File: config.mk
export PLATFORM = sky130hd
export DESIGN_NAME = ram_access_ctrl_flat
export DESIGN_NICKNAME = d
export VERILOG_FILES = /design/src/rtl/ram_access_ctrl_if.sv /design/src/rtl/ram_access_ctrl.sv /design/src/flat_wrapper.sv
export SDC_FILE = /design/constraint.sdc
export NUM_CORES = 1
export LEC_CHECK = 0
export CAP_MARGIN = 10
export CORE_MARGIN = 3
export CORE_UTILIZATION = 42
export CTS_CLUSTER_DIAMETER = 150
export DETAILED_ROUTE_END_ITERATION = 12
export PLACE_DENSITY = 0.87
export SLEW_MARGIN = 20
export SYNTH_ARGS = -nofsm -noshare
export SYNTH_HDL_FRONTEND = slang
export SYNTH_SLANG_ARGS = --single-unit
export TNS_END_PERCENT = 30
File: constraint.sdc
create_clock -name clk -period 1.9 [get_ports clk]
set_input_delay 0.475 -clock clk [delete_from_list [all_inputs] [get_ports clk]]
set_output_delay 0.475 -clock clk [all_outputs]
set_load 0.05 [all_outputs]
File: src/rtl/ram_access_ctrl_if.sv
// Request/response channels between the CPU load/store path and ram_access_ctrl.
// The master drives requests and accepts responses; the slave is the controller.
interface ram_access_ctrl_if #(
  parameter int ADDR_W = 6,
  parameter int DATA_W = 16,
  parameter int LEN_W  = 2
);
  logic              req_valid;
  logic              req_ready;
  logic              req_write;
  logic [ADDR_W-1:0] req_addr;
  logic [LEN_W-1:0]  req_len;
  logic [DATA_W-1:0] req_wdata;
  logic              rsp_valid;
  logic              rsp_ready;
  logic [DATA_W-1:0] rsp_rdata;
  logic              rsp_last;

  modport master (
    output req_valid, req_write, req_addr, req_len, req_wdata, rsp_ready,
    input  req_ready, rsp_valid, rsp_rdata, rsp_last
  );

  modport slave (
    input  req_valid, req_write, req_addr, req_len, req_wdata, rsp_ready,
    output req_ready, rsp_valid, rsp_rdata, rsp_last
  );
endinterface

File: src/rtl/ram_access_ctrl.sv
// Sequences single-beat writes and 1..2^LEN_W beat read bursts onto a
// synchronous-read RAM, absorbing its one-cycle read latency.
module ram_access_ctrl #(
  parameter int ADDR_W = 6,
  parameter int DATA_W = 16,
  parameter int LEN_W  = 2
) (
  input  logic                 clk,
  input  logic                 rst_n,
  ram_access_ctrl_if.slave     bus,
  output logic                 ram_write,
  output logic                 ram_read,
  output logic [ADDR_W-1:0]    ram_addr,
  output logic [DATA_W-1:0]    ram_wdata,
  input  logic [DATA_W-1:0]    ram_rdata,
  output logic                 busy
);

  typedef enum logic [1:0] {IDLE, ISSUE, WAIT, RESP} state_t;

  state_t             state_q, state_d;
  logic               is_write_q, is_write_d;
  logic [LEN_W-1:0]   remaining_q, remaining_d;
  logic               ram_write_d, ram_read_d;
  logic [ADDR_W-1:0]  ram_addr_d;
  logic [DATA_W-1:0]  ram_wdata_d;
  logic               rsp_valid_q, rsp_valid_d;
  logic               rsp_last_q, rsp_last_d;
  logic [DATA_W-1:0]  rsp_rdata_q, rsp_rdata_d;

  always_comb begin
    // NOTE: every variable gets a default before the case so no path leaves
    // one unassigned; an unassigned path would infer a latch.
    state_d     = state_q;
    is_write_d  = is_write_q;
    remaining_d = remaining_q;
    ram_write_d = 1'b0;
    ram_read_d  = 1'b0;
    ram_addr_d  = ram_addr;
    ram_wdata_d = ram_wdata;
    rsp_valid_d = rsp_valid_q;
    rsp_last_d  = rsp_last_q;
    rsp_rdata_d = rsp_rdata_q;

    case (state_q)
      IDLE: begin
        if (bus.req_valid) begin
          ram_addr_d  = bus.req_addr;
          ram_wdata_d = bus.req_wdata;
          is_write_d  = bus.req_write;
          remaining_d = bus.req_write ? '0 : bus.req_len;
          ram_write_d = bus.req_write;
          ram_read_d  = !bus.req_write;
          state_d     = ISSUE;
        end
      end
      ISSUE: begin
        // A write is complete once its strobe has been seen, so it acks
        // straight away; a read must wait for the RAM output register.
        if (is_write_q) begin
          rsp_valid_d = 1'b1;
          rsp_last_d  = 1'b1;
          state_d     = RESP;
        end else begin
          state_d     = WAIT;
        end
      end
      WAIT: begin
        rsp_rdata_d = ram_rdata;
        rsp_valid_d = 1'b1;
        rsp_last_d  = (remaining_q == '0);
        state_d     = RESP;
      end
      RESP: begin
        if (rsp_valid_q && bus.rsp_ready) begin
          rsp_valid_d = 1'b0;
          rsp_last_d  = 1'b0;
          if (remaining_q != '0) begin
            remaining_d = remaining_q - 1'b1;
            ram_addr_d  = ram_addr + 1'b1;
            ram_read_d  = 1'b1;
            state_d     = ISSUE;
          end else begin
            state_d     = IDLE;
          end
        end
      end
      default: state_d = IDLE;
    endcase
  end

  always_ff @(posedge clk or negedge rst_n) begin
    if (!rst_n) begin
      state_q     <= IDLE;
      is_write_q  <= 1'b0;
      remaining_q <= '0;
      ram_write   <= 1'b0;
      ram_read    <= 1'b0;
      ram_addr    <= '0;
      ram_wdata   <= '0;
      rsp_valid_q <= 1'b0;
      rsp_last_q  <= 1'b0;
      rsp_rdata_q <= '0;
    end else begin
      // NOTE: non-blocking assignments so every register samples the
      // pre-edge values computed above, independent of statement order.
      state_q     <= state_d;
      is_write_q  <= is_write_d;
      remaining_q <= remaining_d;
      ram_write   <= ram_write_d;
      ram_read    <= ram_read_d;
      ram_addr    <= ram_addr_d;
      ram_wdata   <= ram_wdata_d;
      rsp_valid_q <= rsp_valid_d;
      rsp_last_q  <= rsp_last_d;
      rsp_rdata_q <= rsp_rdata_d;
    end
  end

  assign bus.req_ready = (state_q == IDLE);
  assign busy          = (state_q != IDLE);
  assign bus.rsp_valid = rsp_valid_q;
  assign bus.rsp_last  = rsp_last_q;
  assign bus.rsp_rdata = rsp_rdata_q;

endmodule

File: src/flat_wrapper.sv
// flat-port wrapper written by rule: the top's interface ports become plain ports
module ram_access_ctrl_flat 
#(
  parameter int ADDR_W = 6,
  parameter int DATA_W = 16,
  parameter int LEN_W  = 2
)
  (clk, rst_n, ram_write, ram_read, ram_addr, ram_wdata, ram_rdata, busy, bus_req_valid, bus_req_write, bus_req_addr, bus_req_len, bus_req_wdata, bus_rsp_ready, bus_req_ready, bus_rsp_valid, bus_rsp_rdata, bus_rsp_last);
  ram_access_ctrl_if #(.ADDR_W(ADDR_W), .DATA_W(DATA_W), .LEN_W(LEN_W)) bus_i ();
  input  logic clk;
  input  logic rst_n;
  output logic ram_write;
  output logic ram_read;
  output logic [ADDR_W-1:0] ram_addr;
  output logic [DATA_W-1:0] ram_wdata;
  input  logic [DATA_W-1:0] ram_rdata;
  output logic busy;
  input wire logic [$bits(bus_i.req_valid)-1:0] bus_req_valid;
  input wire logic [$bits(bus_i.req_write)-1:0] bus_req_write;
  input wire logic [$bits(bus_i.req_addr)-1:0] bus_req_addr;
  input wire logic [$bits(bus_i.req_len)-1:0] bus_req_len;
  input wire logic [$bits(bus_i.req_wdata)-1:0] bus_req_wdata;
  input wire logic [$bits(bus_i.rsp_ready)-1:0] bus_rsp_ready;
  output wire logic [$bits(bus_i.req_ready)-1:0] bus_req_ready;
  output wire logic [$bits(bus_i.rsp_valid)-1:0] bus_rsp_valid;
  output wire logic [$bits(bus_i.rsp_rdata)-1:0] bus_rsp_rdata;
  output wire logic [$bits(bus_i.rsp_last)-1:0] bus_rsp_last;
  assign bus_i.req_valid = bus_req_valid;
  assign bus_i.req_write = bus_req_write;
  assign bus_i.req_addr = bus_req_addr;
  assign bus_i.req_len = bus_req_len;
  assign bus_i.req_wdata = bus_req_wdata;
  assign bus_i.rsp_ready = bus_rsp_ready;
  assign bus_req_ready = bus_i.req_ready;
  assign bus_rsp_valid = bus_i.rsp_valid;
  assign bus_rsp_rdata = bus_i.rsp_rdata;
  assign bus_rsp_last = bus_i.rsp_last;
  ram_access_ctrl #(.ADDR_W(ADDR_W), .DATA_W(DATA_W), .LEN_W(LEN_W)) u_core (.clk(clk), .rst_n(rst_n), .bus(bus_i), .ram_write(ram_write), .ram_read(ram_read), .ram_addr(ram_addr), .ram_wdata(ram_wdata), .ram_rdata(ram_rdata), .busy(busy));
endmodule
After elaboration in Yosys (flattened, before gate mapping)
Index checks and enable logic that the tools add are counted.

Bits in registers: 47. Output and inout port bits: 44. Word-level logic and storage cells: 55.

$add $sub $neg: 2. Eq/ne operators: 7. Muxes and demuxes: 24. Reductions and logical operators: 12.

Operators by type and width (count): 6-bit 2-to-1 mux (3); 2-bit 2-to-1 mux (6); 6-bit case mux with 2 select lines (1); 1-bit 2-to-1 mux (9); 2-bit case mux with 4 select lines (1); 6-bit by 1-bit adder with 6-bit output, second input constant (1); 2-bit by 1-bit != test with 1-bit output, second input constant (3); 1-bit case mux with 3 select lines (2); 2-bit nonzero test (3); 2-bit == test, second input constant (2); 2-bit zero test (2); 2-bit case mux with 2 select lines (1); 2-bit AND reduction (2); 4-bit AND reduction (1); 3-bit AND reduction (1); 3-bit nonzero test (1); 2-bit by 1-bit == test with 1-bit output, second input constant (1); 2-bit != test, second input constant (1); 1-bit case mux with 2 select lines (1); 2-bit by 1-bit subtractor with 2-bit output, second input constant (1); 1-bit logical AND (1); 1-bit zero test (1).

Longest topological paths before layout
Depth in word-level cells: 4. Mapped depth: 7. Mapped depth without buffers: 6.

Least setup slack after synthesis
OpenSTA, ideal clock, no wires.

Path kind: flip-flop to flip-flop. Start point: register u_core.state_q[0]. End point: register u_core.remaining_q[1]. Library setup time: 0.125 ns. Data arrival time: 1.787 ns. Data required time: 1.775 ns. Slack: -0.012 ns. Cell stages (with the launch flop): 6. Clock period less this slack: 1.912 ns. Path through: dfrtp_1 -> inv_1 -> ha_1 -> nor2b_1 -> a221oi_4 -> mux2_2.

Longest elaborated chain between the ends: 3.

Ends and longest elaborated chain: start: declaration (RTL line ram_access_ctrl.sv:21) `state_t state_q, state_d;`; start signal: assignment (RTL line ram_access_ctrl.sv:107) `state_q <= state_d;`; 2-bit zero test (*); named net bus_req_ready (RTL line flat_wrapper.sv:24) `output wire logic [$bits(bus_i.req_ready)-1:0] bus_req_ready;`; 2-bit != test (no line) / 2-bit nonzero test (equally long branches); 4-bit AND reduction (no line); end signal: assignment (RTL line ram_access_ctrl.sv:109) `remaining_q <= remaining_d;`; end: declaration (RTL line ram_access_ctrl.sv:23) `logic [LEN_W-1:0] remaining_q, remaining_d;`.

Mark *: on every way through the listed nets, which the timed path passes. The rest lies on a longest branch. A chain may end at the register's enable or synchronous reset.

Worst setup path after layout
Start point: register u_core.state_q[0]. End point: output port busy.

Longest elaborated chain between the ends: 1.

Ends and longest elaborated chain: 2-bit nonzero test (RTL line ram_access_ctrl.sv:121) `assign busy = (state_q != IDLE);`; end: declaration (RTL line flat_wrapper.sv:17) `output logic busy;`.

No other way between the ends.

==> flow_metrics.py <==
metrics = {
    "status": {
        "status": "completed",
    },
    "worst_setup_path": {
        "cp_data_arrival_time_ns": 1.40,
        "cp_max_fo": 4,
        "crit_start": "u_core.state_q[0]",
        "rr_startpoint": "u_core.state_q[0]",
        "worstSetupPathType": "reg -> out",
        "cp-end-kind": "output pin",
        "worstPathRequired_ns": 1.42,
        "startpoint_type": "flip-flop",
    },
    "clock_network": {
        "cts_tree": "yes",
        "cts.sinks": 47,
        "cts_buffers": 5,
        "clockBufferDepth": 2,
        "clockRootBuffer": "clkbuf_8",
        "cts_htree_levels": 2,
        "clkSlewWorstSetupHoldPaths_ns": 0.08,
        "worstSkewPairLatency_ns": 0.29,
    },
    "worst_hold_path": {
        "hold_path.class": "in -> async",
    },
    "sta": {
        "rsz0062_at_grt": "yes",
        "setup_viol_count_final": 0,
        "fmax_mhz": 534,
        "worst_pin_slew_ns": 0.321,
        "skew_ns": 0.00192,
        "period_minus_slack_ns": 1.87,
        "hold_viol_final": 0,
        "slew_viol_final": 0,
        "relSlewSlack": 0.786,
        "fin_crit_sh": 0.986,
    },
    "logic_synthesis": {
        "netlist_area_um2": 2100,
        "synthTopCellsByArea": "dfrtp_1 (56%), mux2_2 (19%), ha_1 (4.8%)",
        "yosysUniqueCellTypes": 31,
        "synth.avg_cell_area_um2": 13.0,
        "yosysTopAreaCellShare": 0.560,
        "syn-num-nets": 214,
        "yosysTopAreaCell": "dfrtp_1",
        "synth_warnings": 0,
        "ys_ff_latch": 47,
        "yosysSeqAreaShare": 0.560,
        "synthCells": 161,
    },
    "routing": {
        "drc": 0,
        "via_per_inst": 4.95,
        "ant_nets": 0,
        "wirelength_mm": 4.67,
        "drtIter0Drc": 35,
        "detail_route.wl_per_cell_um": 14.1,
        "dr_total_vias": 1632,
        "drt-pass1-iter-count": 4,
    },
    "place": {
        "gp_congestion": 0.754,
        "dp_hpwl_mm": 3.53,
        "portBuffers": 88,
        "dp.cells": 321,
    },
    "global_routing": {
        "antenna_found_initial": 0,
        "grt_pass1_vias": 1810,
        "grt-ovfl-total": 0,
        "grt_pass1_wl_mm": 8.11,
        "grt_max_degree": 48,
        "grt_use_total": 0.170,
    },
    "floorplanning": {
        "start_util": 0.439,
        "io_pins": 89,
        "die_h_um": 76.7,
        "std_cell_rows": 25,
        "die_x_um": 76.7,
        "dieArea_um2": 5890,
        "core-area_um2": 4790,
    },
    "finish": {
        "nets": 315,
        "final_cells": 330,
        "fill_cells": 380,
        "syn_to_final_growth_pct": 49.9,
        "antenna_cells": 0,
        "drive_gt1_frac": 0.399,
    },
    "job": {
        "maxCapViolCount": 0,
    },
}
[metrics by stage]
step	instance area, um2	hold WS (ns)	setup TNS [ns]	util	worst slack (ns)
finish	3150	0.148	0	0.658	0.0268
global route	3150	0.173	-0.0350	0.658	-0.0255
CTS	3140	0.155	0	0.656	0.0164
detailed placement	3060	0.479	-0.596	0.639	-0.146
global placement	3060	0.475	-0.255	0.639	-0.104
floorplan	2100	0.179	0	-	0.117
[timing repair]
action	in CTS	in global routing
setup buffers	0	1
pin swaps	0	0
resized for setup	3	0
cloned	0	0
hold buffers	0	0
endpoints found under the setup margin	1	2
[layout by cell type, fill, tap and decap left out, types with 2 or more instances in the layout]
cell | netlist | layout
a22o_1 | 2 | 2
clkdlybuf4s50_1 | 0 | 43
clkbuf_8 | 0 | 5
a21oi_1 | 4 | 4
nand2_1 | 7 | 7
inv_1 | 8 | 6
buf_4 | 0 | 51
nor2b_1 | 2 | 2
mux2_2 | 35 | 35
nand2b_1 | 2 | 2
o21ai_0 | 5 | 5
ha_1 | 8 | 6
dfrtp_1 | 47 | 47
mux2i_1 | 4 | 4
nand3_1 | 8 | 8
o211ai_1 | 2 | 2
nor2_1 | 6 | 6
clkbuf_1 | 1 | 2
inv_2 | 0 | 2
and3_1 | 2 | 2
ha_2 | 0 | 2
buf_12 | 0 | 5
[critical path, cell delays in order (launching register included)]
cell,delay (ns)
dfrtp_1,0.42
inv_2,0.11
ha_2,0.22
buf_4,0.14
inv_1,0.06
buf_12,0.14
[cell families (layout without fill, tap and decap cells)]
family,count (synthesis),count (layout),share of synthesized area
flops,47,47,0.560
mux,39,39,0.207
simple gates,32,32,0.0792
compound gates,20,20,0.0709
buf+inv,15,117,0.0357
fa+ha+maj,8,8,0.0476
[metal layers]
metal / global-route usage / vias to the layer above / share of wire
met4: 0.0471 / 0 / 0.0099
met5: 0 / - / 0
met2: 0.313 / 73 / 0.52
li1: - / 770 / -
met1: 0.181 / 783 / 0.38
met3: 0.0610 / 6 / 0.086
[layout make-up]
cell class              instances  area [um2]  share of cell area
clock inverters                 1        5.00             0.00159
flip-flops and latches         47        1180               0.374
well taps                      67        83.8              0.0266
clock buffers                   7        76.3              0.0242
repair buffers                100         918               0.292
multi-input cells              99         855               0.271
inverters                       9        33.8              0.0107
[synth_stat cells]
master / instances
nand2_1: 7
a31oi_1: 1
mux2_2: 35
clkbuf_1: 1
nand3_1: 8
nor2b_1: 2
a21boi_0: 1
a21oi_1: 4
a211oi_1: 1
nor3_1: 1
nor4_1: 1
a22o_1: 2
o211ai_1: 2
nand2b_1: 2
inv_1: 8
o21ai_2: 1
buf_2: 3
nor2_1: 6
o21ai_0: 5
a221oi_4: 1
ha_1: 8
and3_1: 2
clkinv_1: 1
mux2i_1: 4
dfrtp_1: 47
a221oi_1: 1
nand4b_1: 1
nand4_1: 1
buf_6: 2
nand2b_4: 1
o22ai_1: 1
[worst paths after layout]
check | cells after the start | end | slack [ns]
setup / recovery | 5 | busy | 0.03
hold / removal | 2 | u_core.bus.rsp_rdata[1] | 0.15
setup reg to reg | 7 | u_core.remaining_q[1] | 0.07
hold reg to reg | 1 | u_core.ram_wdata[11] | 0.51
max in group asynchronous | 2 | u_core.bus.rsp_rdata[8] | 1.54
min in group clk | 1 | u_core.ram_wdata[11] | 0.51
[state kept, by name (all words and copies together) (netlist names)]
signal and cells:
u_core.remaining_q 2, u_core.ram_addr 6, u_core.bus.rsp_valid 1, u_core.state_q 2, u_core.bus.rsp_rdata 16, u_core.ram_read 1, u_core.ram_wdata 16, u_core.is_write_q 1
u_core.bus.rsp_last 1, u_core.ram_write 1
Power is not shown: default switching activity piles up to over one toggle a cycle in this logic, so the estimate is an artifact.
